`src/rtl/ca_frame_writer.sv`:
```
// Writer side of the cellular-automaton image memory: builds one frame of a 1-D
// elementary automaton, one generation per row, one cell per clock, raster order.
module ca_frame_writer #(
  parameter int COLS = 80,
  parameter int ROWS = 60,
  parameter int SEED = COLS / 2
) (
  input  logic       clk,
  input  logic       rst,
  input  logic       start,
  input  logic [7:0] rule,
  output logic       wr_en,
  output logic [6:0] wr_row,
  output logic [6:0] wr_col,
  output logic       wr_data,
  output logic       busy,
  output logic       done
);

  localparam logic [1:0] S_IDLE  = 2'd0;
  localparam logic [1:0] S_WRITE = 2'd1;
  localparam logic [1:0] S_STEP  = 2'd2;
  localparam logic [1:0] S_DONE  = 2'd3;

  localparam logic [6:0]      LAST_COL = 7'(COLS - 1);
  localparam logic [6:0]      LAST_ROW = 7'(ROWS - 1);
  localparam logic [COLS-1:0] SEED_VEC = {{(COLS-1){1'b0}}, 1'b1} << SEED;

  logic [1:0]      state_q, state_d;
  logic [COLS-1:0] gen_q, gen_d, gen_next_s;
  logic [7:0]      rule_q, rule_d;
  logic [6:0]      row_q, row_d;
  logic [6:0]      col_q, col_d;
  logic [127:0]    gen_ext_s;

  // Next generation: every cell looks up {left, self, right} in the rule, ring topology.
  always_comb begin
    gen_next_s = '0;
    for (int i = 0; i < COLS; i++) begin
      gen_next_s[i] = rule_q[{gen_q[(i + COLS - 1) % COLS], gen_q[i], gen_q[(i + 1) % COLS]}];
    end
  end

  // Frame sequencing: IDLE -> (WRITE row, STEP)* -> WRITE last row -> DONE -> IDLE.
  always_comb begin
    state_d = state_q;
    gen_d   = gen_q;
    rule_d  = rule_q;
    row_d   = row_q;
    col_d   = col_q;
    case (state_q)
      S_IDLE: begin
        if (start) begin
          rule_d  = rule;
          gen_d   = SEED_VEC;
          row_d   = 7'd0;
          col_d   = 7'd0;
          state_d = S_WRITE;
        end else begin
          state_d = S_IDLE;
        end
      end
      S_WRITE: begin
        if (col_q != LAST_COL) begin
          col_d = col_q + 7'd1;
        end else if (row_q != LAST_ROW) begin
          state_d = S_STEP;
        end else begin
          state_d = S_DONE;
        end
      end
      S_STEP: begin
        gen_d   = gen_next_s;
        row_d   = row_q + 7'd1;
        col_d   = 7'd0;
        state_d = S_WRITE;
      end
      S_DONE: begin
        state_d = S_IDLE;
      end
      default: begin
        state_d = S_IDLE;
      end
    endcase
  end

  // State registers with synchronous reset; a reset mid-frame simply abandons the frame.
  always_ff @(posedge clk) begin
    if (rst) begin
      state_q <= S_IDLE;
      gen_q   <= '0;
      rule_q  <= 8'd0;
      row_q   <= 7'd0;
      col_q   <= 7'd0;
    end else begin
      state_q <= state_d;
      gen_q   <= gen_d;
      rule_q  <= rule_d;
      row_q   <= row_d;
      col_q   <= col_d;
    end
  end

  // Outputs are pure decodes of registers; address/data are held at zero outside WRITE.
  assign gen_ext_s = 128'(gen_q);
  assign wr_en     = (state_q == S_WRITE);
  assign wr_row    = wr_en ? row_q : 7'd0;
  assign wr_col    = wr_en ? col_q : 7'd0;
  assign wr_data   = wr_en & gen_ext_s[col_q];
  assign busy      = (state_q != S_IDLE);
  assign done      = (state_q == S_DONE);

endmodule
```
`config.mk`:
```
export PLATFORM = sky130hd
export DESIGN_NAME = ca_frame_writer
export DESIGN_NICKNAME = d
export VERILOG_FILES = /design/src/rtl/ca_frame_writer.sv
export SDC_FILE = /design/constraint.sdc
export NUM_CORES = 1
export LEC_CHECK = 0
export CORE_ASPECT_RATIO = 1.25
export CORE_MARGIN = 2
export CORE_UTILIZATION = 30
export CTS_BUF_LIST = sky130_fd_sc_hd__clkbuf_16
export DETAILED_ROUTE_END_ITERATION = 12
export MAX_ROUTING_LAYER = met4
export PLACE_DENSITY_LB_ADDON = 0.25
export SLEW_MARGIN = 20
export SYNTH_ARGS = -nofsm -noshare
export SYNTH_HDL_FRONTEND = slang
export SYNTH_SLANG_ARGS = --single-unit
```
`constraint.sdc`:
```
create_clock -name clk -period 3.75 [get_ports clk]
set_input_delay 0.75 -clock clk [delete_from_list [all_inputs] [get_ports clk]]
set_output_delay 0.75 -clock clk [all_outputs]
set_load 0.01 [all_outputs]
```
==> results of run 1 <==
==> final timing paths <==
kind             from  slack (ns)       end  depth (start not counted)
min reg2reg  row_q[1]        0.52  row_q[1]                          2
max          col_q[1]        0.11   wr_data                          6
min          row_q[1]        0.52  row_q[1]                          2
max reg2reg  col_q[0]        1.12  col_q[2]                          8
==> per-stage QoR <==
step / setup slack [ns] / utilization, %
detailed placement: 0.3345 / 31.65
CTS: 0.03011 / 32.62
floorplan: 1.088 / -
global placement: 0.3889 / 31.65
finish: 0.1072 / 32.66
global route: 0.01178 / 32.66
==> sequential cells by signal, indices dropped and copies added (netlist names) <==
| register | flops |
|---|---|
| rule_q | 8 |
| gen_q | 80 |
| col_q | 7 |
| row_q | 7 |
| state_q | 2 |
==> routing by layer <==
metal  track usage, %  up-vias  share of wire [%]
li1                 -     2893                  -
met1            21.11     3539                 45
met2            27.83      149                 49
met3            1.653       24                3.8
met4            4.605        0                1.5
met5                -        -                  0
==> where the power goes <==
| part | internal [W] | total (W) | leakage [nW] | switching [W] |
|---|---|---|---|---|
| combinational | 0.000200 | 0.000318 | 1.73 | 0.000118 |
| sequential | 0.00111 | 0.00125 | 0.845 | 0.000135 |
| clock | 0.000514 | 0.000975 | 0.148 | 0.000461 |
==> cells by family (layout without fill, tap and decap cells) <==
family                   Yosys count  count (layout)  synth area share (%)
multiplexers                     282             282                 55.48
flip-flops                       104             104                 22.62
XOR/XNOR                           8               8                0.7613
AO/OA/AOI/OAI                    103             103                 6.172
adder cells (fa/ha/maj)            2               2                0.2718
buffers and inverters            190              77                 7.885
AND/OR/NAND/NOR                  147             147                 6.811
==> cell usage in the layout (no fill, tap or decap), types with 2 or more instances in the layout <==
cell type	count
clkinv_2	2
mux4_1	5
inv_1	8
clkdlybuf4s50_1	28
nand2_1	85
a211oi_1	2
o21ai_0	84
xor2_1	3
mux2i_1	101
nor2_1	28
and2_1	13
ha_1	2
buf_4	24
a22oi_1	4
xnor2_1	5
nand3_1	6
dfxtp_2	2
nand2b_1	2
clkbuf_16	9
dfxtp_4	7
a21oi_1	3
mux4_2	176
nand4_1	2
nor2b_1	3
dfxtp_1	95
o21a_1	2
==> tightest hold or removal path, cell delays in order (launching register included) <==
cell	delay [ns]
dfxtp_1	0.35
nand2_1	0.06
o21ai_0	0.06
==> repair_timing <==
action                                 4_1_cts  5_1_grt
gates resized for setup                      2        2
setup endpoints to repair                    1        1
buffers inserted                             0        0
endpoints found under the hold margin        0        0
==> cell type report <==
type / count / area, um^2
Timing Repair Buffer: 54 / 495.5
Fill cell: 3016 / 20280
Tap cell: 401 / 501.7
Multi-Input combinational cell: 542 / 6412
Clock inverter: 7 / 62.56
Clock buffer: 9 / 225.2
Inverter: 7 / 26.28
Sequential cell: 104 / 2111
==> results.ini, run 1 <==
[run_status]
status = finished, final reports clean

[route]
drtIter0Drc = 509
dr.pass1.iters = 5
antenna_left = 0
wl_per_cell_um = 21.90
routed_wl_mm = 24.62
vias = 6605
vias_per_cell = 5.876
drc = 0

[synthesis]
ys_warn_count = 0
syn-num-nets = 849
synth_top_cell_by_area = mux4_2
ys_types = 38
synth_edf_count = 0
synthCells = 836
syn_area_um2 = 9204
syn_area_per_cell_um2 = 11.01
synth-main-ff-cell = dfxtp_1
yosysMostFrequentCell = mux4_2
synth_commonest_cells = mux4_2 (176), clkbuf_1 (173), dfxtp_1 (104)
yosysTopAreaCellShare_pct = 43.07
synth.area.top_cells = mux4_2 (43%), dfxtp_1 (23%), mux2i_1 (11%)
async_flop_share_pct = 0
ys_seq_area_share_pct = 22.62
ys_ff_latch = 104

[sta]
min_period_ns = 3.643
max_freq_ghz = 0.2745
period_share_pct = 97.14
tns_ns = 0
hold_viol = 0
setup_viol = 0
worst_pin_slew_ns = 1.056
fin_worst_skew_ns = 0.006647
slew_headroom_pct = 29.60
finalMaxSlewViolations = 0
timing.hold.ws_ns = 0.5185
rsz0062_at_grt = no

[die]
dieArea_um2 = 32110
start_util_pct = 30.56
num_io_pins = 29
row_count = 71
die-height_um = 199.8
coreArea_um2 = 30120
die_w_um = 160.7

[placed_design]
gp_routability_congestion = 0.7584
place_area_um2 = 9530
io_buffer_count = 28
dpl.hpwl_mm = 12.78
dpl.cell_count = 1108

[clock_tree]
worstSkewPairLatency_ns = 0.36
cts-buffers-inserted = 9
cts-htree-levels = 3
clk_pin_slew_ns = 0.07
cts_tree = built
clockBufferDepth = 2
cts_root_buffer = clkbuf_16
cts.sinks = 104
cts_hold_buf = 0

[setup_path]
cp-start-kind = flop
arrival_ns = 2.89
crit_chain = mux4_1, mux4_2, o21a_1, o21ai_2, o311ai_2, clkdlybuf4s50_1
crit_required_ns = 3.00
cp_slowest_cell = mux4_1
crit_path_end_kind = output port
critPathMaxStageDelay_ns = 0.61
worstSetupPathType = flop to output port
cp_max_fo = 5
cp_num_buf_inv = 1
crit_family = multiplexers

[global_routing]
grt_pass1_vias = 6920
grt_max_degree = 82
grt-ovfl-total = 0
antenna_found_initial = 0
grt_usage_pct = 16.42
grt_pass1_wl_mm = 40.80

[worst_hold_path]
hold_path_class = flop to flop

[power_and_ir_drop]
p_leak_nw = 2.719
power_w = 0.002539
vdd_drop_max_uv = 203.4
power_density_nw_per_um2 = 258.2

[final_layout]
syn_to_final_growth_pct = 6.852
finalInstanceArea_um2 = 9834
drive_gt1_share_pct = 32.09
nets = 731
final_cells = 1124
antenna_cells = 0

[run]
max_cap_viol_count = 0

No activity file was read; power rests on OpenSTA's default activity.
==> run 2: changes to the inputs <==
Settings changed: CTS_BUF_LIST sky130_fd_sc_hd__clkbuf_16 to sky130_fd_sc_hd__clkbuf_8.
==> results.ini, run 2 (synthesis results as in run 1) <==
[final_layout]
largest_reg_flops = 80
top_regs = gen_q: 80 flops, rule_q: 8 flops
final_cells = 1124
drive_gt1_share_pct = 32.37
largest-register = gen_q
nets = 731
syn_to_final_growth_pct = 5.873
antenna_cells = 0
utilization_pct = 32.36
layout_commonest_cell = mux4_2
mostFrequentLayoutCells = mux4_2 (176), mux2i_1 (101), dfxtp_1 (94), nand2_1 (85), o21ai_0 (84)

[route]
drc = 0
wl_per_cell_um = 22.05
vias_per_cell = 5.918
antenna_left = 0
dr.pass1.iters = 5
routed_wl_mm = 24.79
drtIter0Drc = 523
vias = 6652

[global_routing]
grt_pass1_wl_mm = 40.80
grt_usage_pct = 16.39
grt_max_degree = 82
antenna_found_initial = 0
grt-ovfl-total = 0
grt_pass1_vias = 6914

[sta]
tns_ns = 0
period_share_pct = 95.78
fin_worst_skew_ns = 0.01667
hold_viol = 0
worst_pin_slew_ns = 1.042
slew_headroom_pct = 30.50
max_freq_ghz = 0.2784
rsz0062_at_grt = no
finalMaxSlewViolations = 0
setup_viol = 0
setup_slack_ns = 0.1583
min_period_ns = 3.592

[setup_path]
timing.rr.start = col_q[0]
cp_max_fo = 5
worstSetupPathType = flop to output port
r2r-end = col_q[2]
crit_chain = mux4_1, mux4_2, o21a_1, o21ai_2, o311ai_2, clkdlybuf4s50_1
arrival_ns = 2.84
crit_path_end_kind = output port
critPathCapture = wr_data
startpoint = col_q[1]
critPathMaxStageDelay_ns = 0.59
cp_slowest_cell = mux4_1
reg2reg_depth = 8
cp-start-kind = flop
reg2reg_slack_ns = 1.08
crit_required_ns = 3.00

[clock_tree]
post_cts_buffers = 0
cts.sinks = 104
cts_root_buffer = clkbuf_8
cts-buffers-inserted = 9
cts_hold_buf = 0
clk_pin_slew_ns = 0.11
clockBufferDepth = 2
worstSkewPairLatency_ns = 0.41
cts_tree = built
cts-htree-levels = 3

[placed_design]
place_worst_setup_slack_ns = 0.3345
io_buffer_count = 28
gp_routability_congestion = 0.7584
dpl.cell_count = 1108
dpl.hpwl_mm = 12.78

[die]
start_util_pct = 30.56
dieArea_um2 = 32110
row_count = 71
die_w_um = 160.7
die-height_um = 199.8
num_io_pins = 29
coreArea_um2 = 30120

[run_status]
status = finished, final reports clean

[power_and_ir_drop]
p_leak_nw = 2.678
power_density_nw_per_um2 = 239.3
power_w = 0.002332
netSwitchingFraction_pct = 29.82
vdd_drop_max_uv = 142.3
comb_power_share_pct = 13.6
pwr-share-clk_pct = 32.9
power.switching_w = 0.0006955
p_int_w = 0.001637
p_seq_share_pct = 53.5

[worst_hold_path]
min_from = row_q[1]
hold_path_class = flop to flop

[run]
max_cap_viol_count = 0

==> run 2: cell types whose count changed in the layout (fill, tap and decap cells not counted) <==
cell / before / now
clkbuf_16: 9 / 0
clkbuf_8: 0 / 10
clkinv_1: 1 / 0
dfxtp_1: 95 / 94
dfxtp_2: 2 / 3
==> run 2: layer usage <==
layer / vias up / track usage (%) / share of wire (%)
met5: - / - / 0
li1: 2888 / - / -
met3: 21 / 1.653 / 3.7
met2: 149 / 27.70 / 50
met4: 0 / 4.438 / 1.3
met1: 3594 / 21.20 / 45
==> run 2: final cells by class <==
class,instances,area (um^2)
fillers,3030,20370
clock inverters,6,58.81
well taps,401,501.7
multi-input cells,542,6412
repair buffers,54,495.5
clock buffers,10,137.6
flip-flops and latches,104,2112
inverters,7,26.28
==> run 2: worst max-delay path: cells and delay by family, from the launching register on <==
family,cells,cell delay [ns]
DFF,1,0.43
AOI/OAI and AO/OA,3,0.41
buffers and inverters,1,0.52
muxes,2,1.08
==> run 2: power by group through the flow <==
stage | sequential [W] | combinational [W] | clock (W)
CTS | 0.00125 | 0.000320 | 0.000802
global placement | 0.00127 | 0.000315 | 0
detailed placement | 0.00127 | 0.000318 | 0
floorplan | 0.00114 | 0.000341 | 0
finish | 0.00125 | 0.000318 | 0.000766
global route | 0.00126 | 0.000344 | 0.000834
==> run 2: per-stage QoR <==
step,hold slack [ns],area (um^2)
after CTS,0.5267,9739
after floorplan,0.4651,9204
final,0.5279,9744
after global placement,0.5012,9530
after global routing,0.5437,9744
after detailed placement,0.5046,9530
==> run 2: timing repair <==
action | in CTS | in global routing
pin swaps | 0 | 0
resized for setup | 3 | 2
setup endpoints to repair | 1 | 1
==> run 2: worst min-delay path by stage <==
stage	slack, ns	end	cells after the start
6_report	0.53	row_q[1]	2
5_1_grt	0.54	row_q[1]	2
4_1_cts	0.53	row_q[1]	2
3_5_place_dp	0.50	row_q[1]	2
3_3_place_gp	0.50	row_q[1]	2
2_1_floorplan	0.47	row_q[1]	2
